[config.mk]
export PLATFORM = sky130hd
export DESIGN_NAME = digit_serial_adder_flat
export DESIGN_NICKNAME = d
export VERILOG_FILES = /design/src/rtl/digit_serial_adder_if.sv /design/src/rtl/digit_serial_adder.sv /design/src/flat_wrapper.sv
export SDC_FILE = /design/constraint.sdc
export NUM_CORES = 1
export LEC_CHECK = 0
export ABC_AREA = 1
export CAP_MARGIN = 10
export CELL_PAD_IN_SITES_DETAIL_PLACEMENT = 0
export CELL_PAD_IN_SITES_GLOBAL_PLACEMENT = 1
export CORE_MARGIN = 1.5
export CORE_UTILIZATION = 36
export CTS_CLUSTER_SIZE = 12
export DETAILED_ROUTE_END_ITERATION = 10
export GPL_TIMING_DRIVEN = 0
export MAX_ROUTING_LAYER = met4
export PLACE_DENSITY_LB_ADDON = 0.2
export SYNTH_ARGS = -nofsm -noshare
export SYNTH_HDL_FRONTEND = slang
export SYNTH_SLANG_ARGS = --single-unit
[constraint.sdc]
create_clock -name clk -period 2.5 [get_ports clk]
set_input_delay 0.375 -clock clk [delete_from_list [all_inputs] [get_ports clk]]
set_output_delay 0.375 -clock clk [all_outputs]
set_load 0.01 [all_outputs]
[src/rtl/digit_serial_adder_if.sv]
// rtl/digit_serial_adder_if.sv - start/done handshake and operand/result bundle for digit_serial_adder
interface digit_serial_adder_if #(
  parameter int WIDTH = 16
);
  logic             start;
  logic [WIDTH-1:0] a;
  logic [WIDTH-1:0] b;
  logic             c_in;
  logic             sub;
  logic             busy;
  logic             done;
  logic [WIDTH-1:0] s;
  logic             c_out;
  logic             ovf;

  modport master (
    output start, a, b, c_in, sub,
    input  busy, done, s, c_out, ovf
  );

  modport slave (
    input  start, a, b, c_in, sub,
    output busy, done, s, c_out, ovf
  );
endinterface

[src/rtl/digit_serial_adder.sv]
// rtl/digit_serial_adder.sv - WIDTH-bit add/subtract, DIGIT bits per clock, LSB slice first
module digit_serial_adder #(
  parameter int WIDTH = 16,
  parameter int DIGIT = 4
) (
  input logic                 clk,
  input logic                 rst_n,
  digit_serial_adder_if.slave bus
);
  localparam int NSLICE = WIDTH / DIGIT;
  localparam int CW     = (NSLICE > 1) ? $clog2(NSLICE) : 1;
  localparam logic [CW-1:0] LAST = CW'(NSLICE - 1);

  if (DIGIT < 1 || DIGIT > WIDTH || (WIDTH % DIGIT) != 0) begin : g_bad_cfg
    $error("digit_serial_adder: DIGIT must divide WIDTH and lie in 1..WIDTH");
  end

  typedef enum logic [1:0] {ST_IDLE, ST_RUN, ST_DONE} state_t;

  state_t           state_q, state_d;
  logic [WIDTH-1:0] opa_q, opa_d;
  logic [WIDTH-1:0] opb_q, opb_d;
  logic [WIDTH-1:0] acc_q, acc_d;
  logic             carry_q, carry_d;
  logic [CW-1:0]    cnt_q, cnt_d;
  logic [WIDTH-1:0] s_q, s_d;
  logic             c_out_q, c_out_d;
  logic             ovf_q, ovf_d;

  logic             accept;
  logic             last;
  logic [31:0]      base;
  logic [DIGIT:0]   slice_sum;
  logic [WIDTH-1:0] merged;
  logic             cin_msb;

  assign accept = (state_q != ST_RUN) && bus.start;
  assign last   = (cnt_q == LAST);

  always_ff @(posedge clk or negedge rst_n) begin
    if (!rst_n) begin
      state_q <= ST_IDLE;
    end else begin
      state_q <= state_d;
    end
  end

  always_comb begin
    state_d = state_q;
    case (state_q)
      ST_IDLE: if (bus.start) state_d = ST_RUN;
      ST_RUN:  if (last)      state_d = ST_DONE;
      ST_DONE: state_d = bus.start ? ST_RUN : ST_IDLE;
      default: state_d = ST_IDLE;
    endcase
  end

  always_comb begin
    bus.busy = (state_q == ST_RUN);
    bus.done = (state_q == ST_DONE);
  end

  assign bus.s     = s_q;
  assign bus.c_out = c_out_q;
  assign bus.ovf   = ovf_q;

  // One slice of the ripple: the only adder in the design, DIGIT bits wide.
  always_comb begin
    base      = 32'(cnt_q) * 32'(DIGIT);
    slice_sum = {1'b0, opa_q[base +: DIGIT]} + {1'b0, opb_q[base +: DIGIT]}
              + {{DIGIT{1'b0}}, carry_q};
    merged    = acc_q;
    merged[base +: DIGIT] = slice_sum[DIGIT-1:0];
    // Carry into the MSB recovered from the MSB sum bit and its operand bits.
    cin_msb   = slice_sum[DIGIT-1] ^ opa_q[WIDTH-1] ^ opb_q[WIDTH-1];
  end

  always_comb begin
    opa_d   = opa_q;
    opb_d   = opb_q;
    acc_d   = acc_q;
    carry_d = carry_q;
    cnt_d   = cnt_q;
    s_d     = s_q;
    c_out_d = c_out_q;
    ovf_d   = ovf_q;
    if (accept) begin
      opa_d   = bus.a;
      opb_d   = bus.sub ? ~bus.b : bus.b;
      carry_d = bus.c_in ^ bus.sub;
      acc_d   = '0;
      cnt_d   = '0;
    end else if (state_q == ST_RUN) begin
      acc_d   = merged;
      carry_d = slice_sum[DIGIT];
      cnt_d   = cnt_q + CW'(1);
      if (last) begin
        s_d     = merged;
        c_out_d = slice_sum[DIGIT];
        ovf_d   = cin_msb ^ slice_sum[DIGIT];
      end
    end
  end

  always_ff @(posedge clk or negedge rst_n) begin
    if (!rst_n) begin
      opa_q   <= '0;
      opb_q   <= '0;
      acc_q   <= '0;
      carry_q <= 1'b0;
      cnt_q   <= '0;
      s_q     <= '0;
      c_out_q <= 1'b0;
      ovf_q   <= 1'b0;
    end else begin
      opa_q   <= opa_d;
      opb_q   <= opb_d;
      acc_q   <= acc_d;
      carry_q <= carry_d;
      cnt_q   <= cnt_d;
      s_q     <= s_d;
      c_out_q <= c_out_d;
      ovf_q   <= ovf_d;
    end
  end
endmodule

[src/flat_wrapper.sv]
// flat-port wrapper written by rule: the top's interface ports become plain ports
module digit_serial_adder_flat 
#(
  parameter int WIDTH = 16,
  parameter int DIGIT = 4
)
  (clk, rst_n, bus_start, bus_a, bus_b, bus_c_in, bus_sub, bus_busy, bus_done, bus_s, bus_c_out, bus_ovf);
  digit_serial_adder_if #(.WIDTH(WIDTH)) bus_i ();
  input logic clk;
  input logic rst_n;
  input wire logic [$bits(bus_i.start)-1:0] bus_start;
  input wire logic [$bits(bus_i.a)-1:0] bus_a;
  input wire logic [$bits(bus_i.b)-1:0] bus_b;
  input wire logic [$bits(bus_i.c_in)-1:0] bus_c_in;
  input wire logic [$bits(bus_i.sub)-1:0] bus_sub;
  output wire logic [$bits(bus_i.busy)-1:0] bus_busy;
  output wire logic [$bits(bus_i.done)-1:0] bus_done;
  output wire logic [$bits(bus_i.s)-1:0] bus_s;
  output wire logic [$bits(bus_i.c_out)-1:0] bus_c_out;
  output wire logic [$bits(bus_i.ovf)-1:0] bus_ovf;
  assign bus_i.start = bus_start;
  assign bus_i.a = bus_a;
  assign bus_i.b = bus_b;
  assign bus_i.c_in = bus_c_in;
  assign bus_i.sub = bus_sub;
  assign bus_busy = bus_i.busy;
  assign bus_done = bus_i.done;
  assign bus_s = bus_i.s;
  assign bus_c_out = bus_i.c_out;
  assign bus_ovf = bus_i.ovf;
  digit_serial_adder #(.WIDTH(WIDTH), .DIGIT(DIGIT)) u_core (.clk(clk), .rst_n(rst_n), .bus(bus_i));
endmodule
; Yosys cells after proc, flatten, opt, wreduce, memory -nomap -nowiden
; Cells that the tools add are included.
[totals]
regBits = 71
ramBits = 0
elab_cells = 46
latch_bits = 0
rom_bits = 0
in_bits = 37
out_inout_bits = 20
mem_count = 0
[classes]
order_cmp = 0
n_addsub = 4
eq_ne = 6
n_mul = 0
shift = 4
reduce_logical = 5
bitwise_logic = 6
n_div = 0
n_mux = 12
[ops]
columns = operator, count
row1 = $mux W16, 3
row2 = $neg A4 Y34, 1
row3 = $shift A4 B34 Y16 const A, 1
row4 = $shiftx A4 B34 Y16, 1
row5 = $shiftx A16 B5 Y4, 2
row6 = $bwmux W16, 1
row7 = $not A16 Y16, 1
row8 = $mux W2, 4
row9 = $pmux W2 S3, 1
row10 = $add A4 B4 Y5, 1
row11 = $add A5 B1 Y5, 1
row12 = $eq A2 B2 Y1 const B, 2
row13 = $ne A2 B1 Y1 const B, 2
row14 = $xor A1 B1 Y1, 4
row15 = $mux W1, 3
row16 = $reduce_and A3 Y1, 1
row17 = $add A2 B1 Y2 const B, 1
row18 = $eq A2 B1 Y1 const B, 1
row19 = $logic_not A2 Y1, 1
row20 = $ne A2 B2 Y1 const B, 1
row21 = $reduce_and A2 Y1, 1
row22 = $reduce_bool A2 Y1, 1
row23 = $logic_and A1 B1 Y1, 1
row24 = $not A1 Y1, 1

; Longest topological paths before layout
; Gate-level depths: netlist of run 1.
[depth]
ltp_word = 7
mapped_depth = 16
depth_no_buf = 14

; Worst setup path after synthesis of run 1
; No wires, ideal clock.
[synth_path]
kind = register to register
startpoint = reg u_core.cnt_q[0]
endpoint = reg u_core.s_q[5] (netlist: u_core.bus.s[5])
path_stages_with_launch = 13
required_ns = 2.417
arrival_ns = 2.355
path_buffers = 2
setup_slack_ns = 0.063
cell_sequence = dfrtp_1 buf_4 buf_4 o21ai_0 o22ai_1 fa_1 inv_1 fa_1 nor2_1 nand2_1 o22ai_1 inv_1 o21ai_0
[synth_between]
elab_chain_cells = 5
word_cells_on_any_way = 10
classes_between = add/sub: 3 / eq/ne: 1 / shift: 4 / mux: 1 / reduce/logical: 1
[synth_lines]
columns = element, line_no
row1 = from (decl), digit_serial_adder.sv:25  ; logic [CW-1:0] cnt_q, cnt_d;
row2 = from (signal assigned), digit_serial_adder.sv:120  ; cnt_q <= cnt_d;
row3 = $shiftx A16 B5 Y4, digit_serial_adder.sv:70  ; slice_sum = {1'b0, opa_q[base +: DIGIT]} + {1'b0, opb_q[base +: DIGIT]}
row4 = $add A4 B4 Y5, digit_serial_adder.sv:70
row5 = $add A5 B1 Y5, digit_serial_adder.sv:71  ; + {{DIGIT{1'b0}}, carry_q};
row6 = $shiftx A4 B34 Y16, digit_serial_adder.sv:73  ; merged[base +: DIGIT] = slice_sum[DIGIT-1:0];
row7 = $bwmux W16, digit_serial_adder.sv:73
row8 = to (signal assigned), digit_serial_adder.sv:112  ; s_q <= '0;
row9 = to (signal assigned), digit_serial_adder.sv:121  ; s_q <= s_d;
row10 = to (decl), digit_serial_adder.sv:26  ; logic [WIDTH-1:0] s_q, s_d;
; Several ways; a longest one is shown, not always the timed one.
; A chain may end at the register's enable or synchronous reset.

; Final worst setup path of run 1
[layout_path]
startpoint = reg u_core.cnt_q[0]
endpoint = reg u_core.acc_q[5]
[layout_between]
elab_chain_cells = 7
word_cells_on_any_way = 10
classes_between = add/sub: 3 / shift: 4 / mux: 3
[layout_lines]
columns = element, line_no
row1 = $shiftx A16 B5 Y4, digit_serial_adder.sv:70
row2 = $add A4 B4 Y5, digit_serial_adder.sv:70
row3 = $add A5 B1 Y5, digit_serial_adder.sv:71
row4 = $shiftx A4 B34 Y16, digit_serial_adder.sv:73
row5 = $bwmux W16 (*), digit_serial_adder.sv:73
row6 = $mux W16 (*), digit_serial_adder.sv:93  ; end else if (state_q == ST_RUN) begin
row7 = $mux W16 (*), digit_serial_adder.sv:87  ; if (accept) begin
row8 = to (signal assigned), digit_serial_adder.sv:109  ; acc_q <= '0;
row9 = to (signal assigned), digit_serial_adder.sv:118  ; acc_q <= acc_d;
row10 = to (decl), digit_serial_adder.sv:23  ; logic [WIDTH-1:0] acc_q, acc_d;
; Mark *: on every way between the ends. The rest lies on a longest branch, timed or not. The select of a mux whose other input is x is not followed.

==> results of run 1 <==
-- cells in the mapped netlist, drive strengths merged --
cell,n
buf,18
inv,37
fa,2
dfrtp,71
clkbuf,1
nand2,153
a32oi,2
a22oi,4
nand3,7
nor3,2
a21oi,5
o21ai,50
o22ai,17
ha,9
xor2,1
xnor2,19
nor2,20
nand4,3
-- stage by stage --
stage	total power, mW	worst slack, ps	hold slack (ps)	instances
after floorplan	4.05	62.8	79.4	421
after CTS	6.22	10.2	195	632
after global routing	6.97	-23.7	226	638
final	6.39	80.6	143	638
after detailed placement	5.06	-398	464	609
after global placement	5.03	-1400	459	609
-- kinds of logic after synthesis --
| logic type | count (synthesis) | share of synthesized area (%) |
|---|---|---|
| compound gates | 78 | 12.5 |
| xor+xnor | 20 | 4.90 |
| fa+ha+maj | 11 | 4.27 |
| buf+inv | 56 | 7.59 |
| flops | 71 | 49.7 |
| simple gates | 185 | 21.1 |
-- layout make-up --
cell class                      count  area [um^2]  share of cell area [%]
Timing Repair Buffer               68          646                    13.9
Tap cell                          133          166                    3.57
Multi-Input combinational cell    294         1590                    34.1
Inverter                           37          151                    3.25
Clock buffer                       13          149                    3.19
Sequential cell                    71         1780                    38.1
Buffer                             19          164                    3.52
Clock inverter                      3         18.8                   0.403
-- cell usage in the layout, fill, tap and decap left out, types with 2 or more instances in the layout --
master           synthesis  layout
clkbuf_1                 1       4
o21ai_0                 33      28
inv_2                    4       7
fa_2                     0       2
o21ai_1                 16      19
a21oi_1                  5       4
buf_6                    3       6
xnor2_1                 19      19
buf_2                    8       5
o21ai_2                  1       3
buf_8                    0       2
nand2_1                149     146
a22oi_1                  4       3
clkdlybuf4s50_1          0      54
inv_1                   32      29
nand3_1                  7       6
nand2_2                  4       7
nand4_1                  2       2
nor2_4                   1       2
o22ai_1                 15      13
dfrtp_1                 71      70
nor2_1                  18      15
clkbuf_8                 0      10
a32oi_1                  2       2
buf_4                    7      19
ha_1                     9       9
clkinv_2                 0       2
o22ai_2                  2       4
nor2_2                   1       3
-- layer usage --
metal | vias to the layer above | GRT usage, %
met4 | 0 | 6.43
met3 | 10 | 2.92
met2 | 64 | 30.7
met5 | - | -
met1 | 1382 | 22.2
li1 | 1505 | -
-- state kept, by name, summed over array words and instances, names as in the netlist --
signal / cells
u_core.acc_q: 16
u_core.cnt_q: 2
u_core.bus.ovf: 1
u_core.state_q: 2
u_core.bus.s: 16
u_core.opa_q: 16
u_core.bus.c_out: 1
u_core.opb_q: 16
u_core.carry_q: 1
-- timing repair --
| action | in CTS | in global routing |
|---|---|---|
| hold endpoints to repair | 0 | 0 |
| buffers inserted | 7 | 6 |
| endpoints found under the setup margin | 23 | 13 |
| pin swaps | 7 | 11 |
| gates resized for setup | 25 | 13 |
-- power by group --
| group | internal (mW) | switching (mW) | total [mW] | leakage, nW |
|---|---|---|---|---|
| Clock | 0.387 | 0.423 | 0.811 | 0.0874 |
| Sequential | 1.62 | 0.272 | 1.89 | 0.924 |
| Combinational | 1.57 | 2.12 | 3.69 | 1.17 |
| Total | 3.58 | 2.81 | 6.39 | 2.18 |
-- how the worst min path moves through the flow --
| stage | startpoint | to | depth (start not counted) |
|---|---|---|---|
| after detailed placement | u_core.bus.s[15] | u_core.bus.s[15] | 2 |
| after floorplan | rst_n | u_core.acc_q[0] | 0 |
| after global routing | rst_n | u_core.bus.s[12] | 1 |
| final | rst_n | u_core.bus.s[12] | 1 |
| after global placement | u_core.opa_q[8] | u_core.opa_q[8] | 2 |
| after CTS | rst_n | u_core.bus.s[12] | 1 |
-- critical path: stages (launching register included) --
cell and delay (ps):
dfrtp_1 380, buf_6 160, clkinv_8 80, buf_8 130, nor2_2 100, o22ai_2 100, fa_2 380, inv_2 60
fa_2 470, nor2_4 110, nand2_2 80, o22ai_1 110, inv_1 70, o22ai_1 110
==> impl_metrics.toml, run 1 <==
[die]
std_cell_rows = 36
dieArea_um2 = 10500
initial_utilization_pct = 36.9
die_width_um = 103
io_pins = 57
core-area_um2 = 9680
die_height_um = 103

[timing]
fin_crit_ps = 2420
slew_headroom_pct = 38.8
rsz0062_at_grt = "yes"
finalSetupTns_ps = 0
finalHoldViolCount = 0
fin_skew_ps = 10.6
timing.final.setup_violations = 0
maxClockFrequency_mhz = 413
final.period_utilization_pct = 96.8
slew_viol_final = 0
worst_pin_slew_ps = 918

[power_and_ir_drop]
cellPowerDensity_nw_per_um2 = 1370
p_leak_nw = 2.18
ir_drop_mv = 0.607

[global_route]
grt_usage_pct = 18.2
grt_max_degree = 72
overflow = 0
grt_pass1_vias = 2903
antenna_found_initial = 0
grt_pass1_wl_um = 14000

[placement]
dp_hpwl_um = 6090
portBuffers = 55
gp_congestion = 0.802
place_area_um2 = 4290

[route]
drt-met1-wl_um = 3760
wl_met3_um = 364
drc = 0
wirelength_um = 8560
wl_met2_um = 4310
drt_iter0_drc = 114
wire_per_inst_um = 13.4
avgViaCountPerCell = 4.64
top_layer_used = "met4"
via_count = 2961
ant_nets = 0
firstDrtPassIters = 4

[synthesis]
netlist_top_cells_area = "dfrtp_1 50%, nand2_1 16%, xnor2_1 4.7%"
synth_nets = 469
synth_top_cell_area_share_pct = 49.7
synthDistinctLibCells = 30
ys_warn_count = 0
synthesis.area_um2 = 3580
synth-seq-area-share_pct = 49.7
synth_cells = 421
ys_seq_elements = 71
synth_top_cell_by_area = "dfrtp_1"
avgSynthCellArea_um2 = 8.50

[cells_and_area]
final_core_util_pct = 48.1
final_area_um2 = 4660
n_antenna_cell = 0
area_growth_pct = 30.3
final_nets = 548
drive_gt1_share_pct = 16.0
nFillCells = 1003

[clock_network]
root_buffer = "clkbuf_8"
tritoncts = "done"
hold_buffers = 0
clockBufferDepth = 2
cts.sinks = 71
clk_pin_slew_ps = 70
h-tree-depth = 3
clock_latency_ps = 340
cts_buffers = 9

[worst_setup_path]
path_class = "reg2reg"
r2r_start = "u_core.cnt_q[0]"
ff2ff_setup_slack_ps = 80
reg2regPathDepth = 13
path_max_fanout = 9
cp.required_ps = 2760
r2r_end = "u_core.acc_q[5]"
start_kind = "flop"
crit_end = "u_core.acc_q[5]"
end_kind = "flop"
worstPathArrival_ps = 2680
startpoint = "u_core.cnt_q[0]"

[worst_hold_path]
holdCritPathClass = "in2async"

[flow_run]
max_cap_violations = 0

[outcome]
status = "complete, no violations"
No activity file was read; power rests on OpenSTA's default activity.
==> inputs of run 2 (changes only) <==
--- a/config.mk
+++ b/config.mk
@@ -6,6 +6,7 @@
 export NUM_CORES = 1
 export LEC_CHECK = 0
 export ABC_AREA = 1
+export ABC_CLOCK_PERIOD_IN_PS = 2500
 export CAP_MARGIN = 10
 export CELL_PAD_IN_SITES_DETAIL_PLACEMENT = 0
 export CELL_PAD_IN_SITES_GLOBAL_PLACEMENT = 1
==> results of run 2 <==
Same layout as run 1: the final DEF is identical, and so are final timing and power.
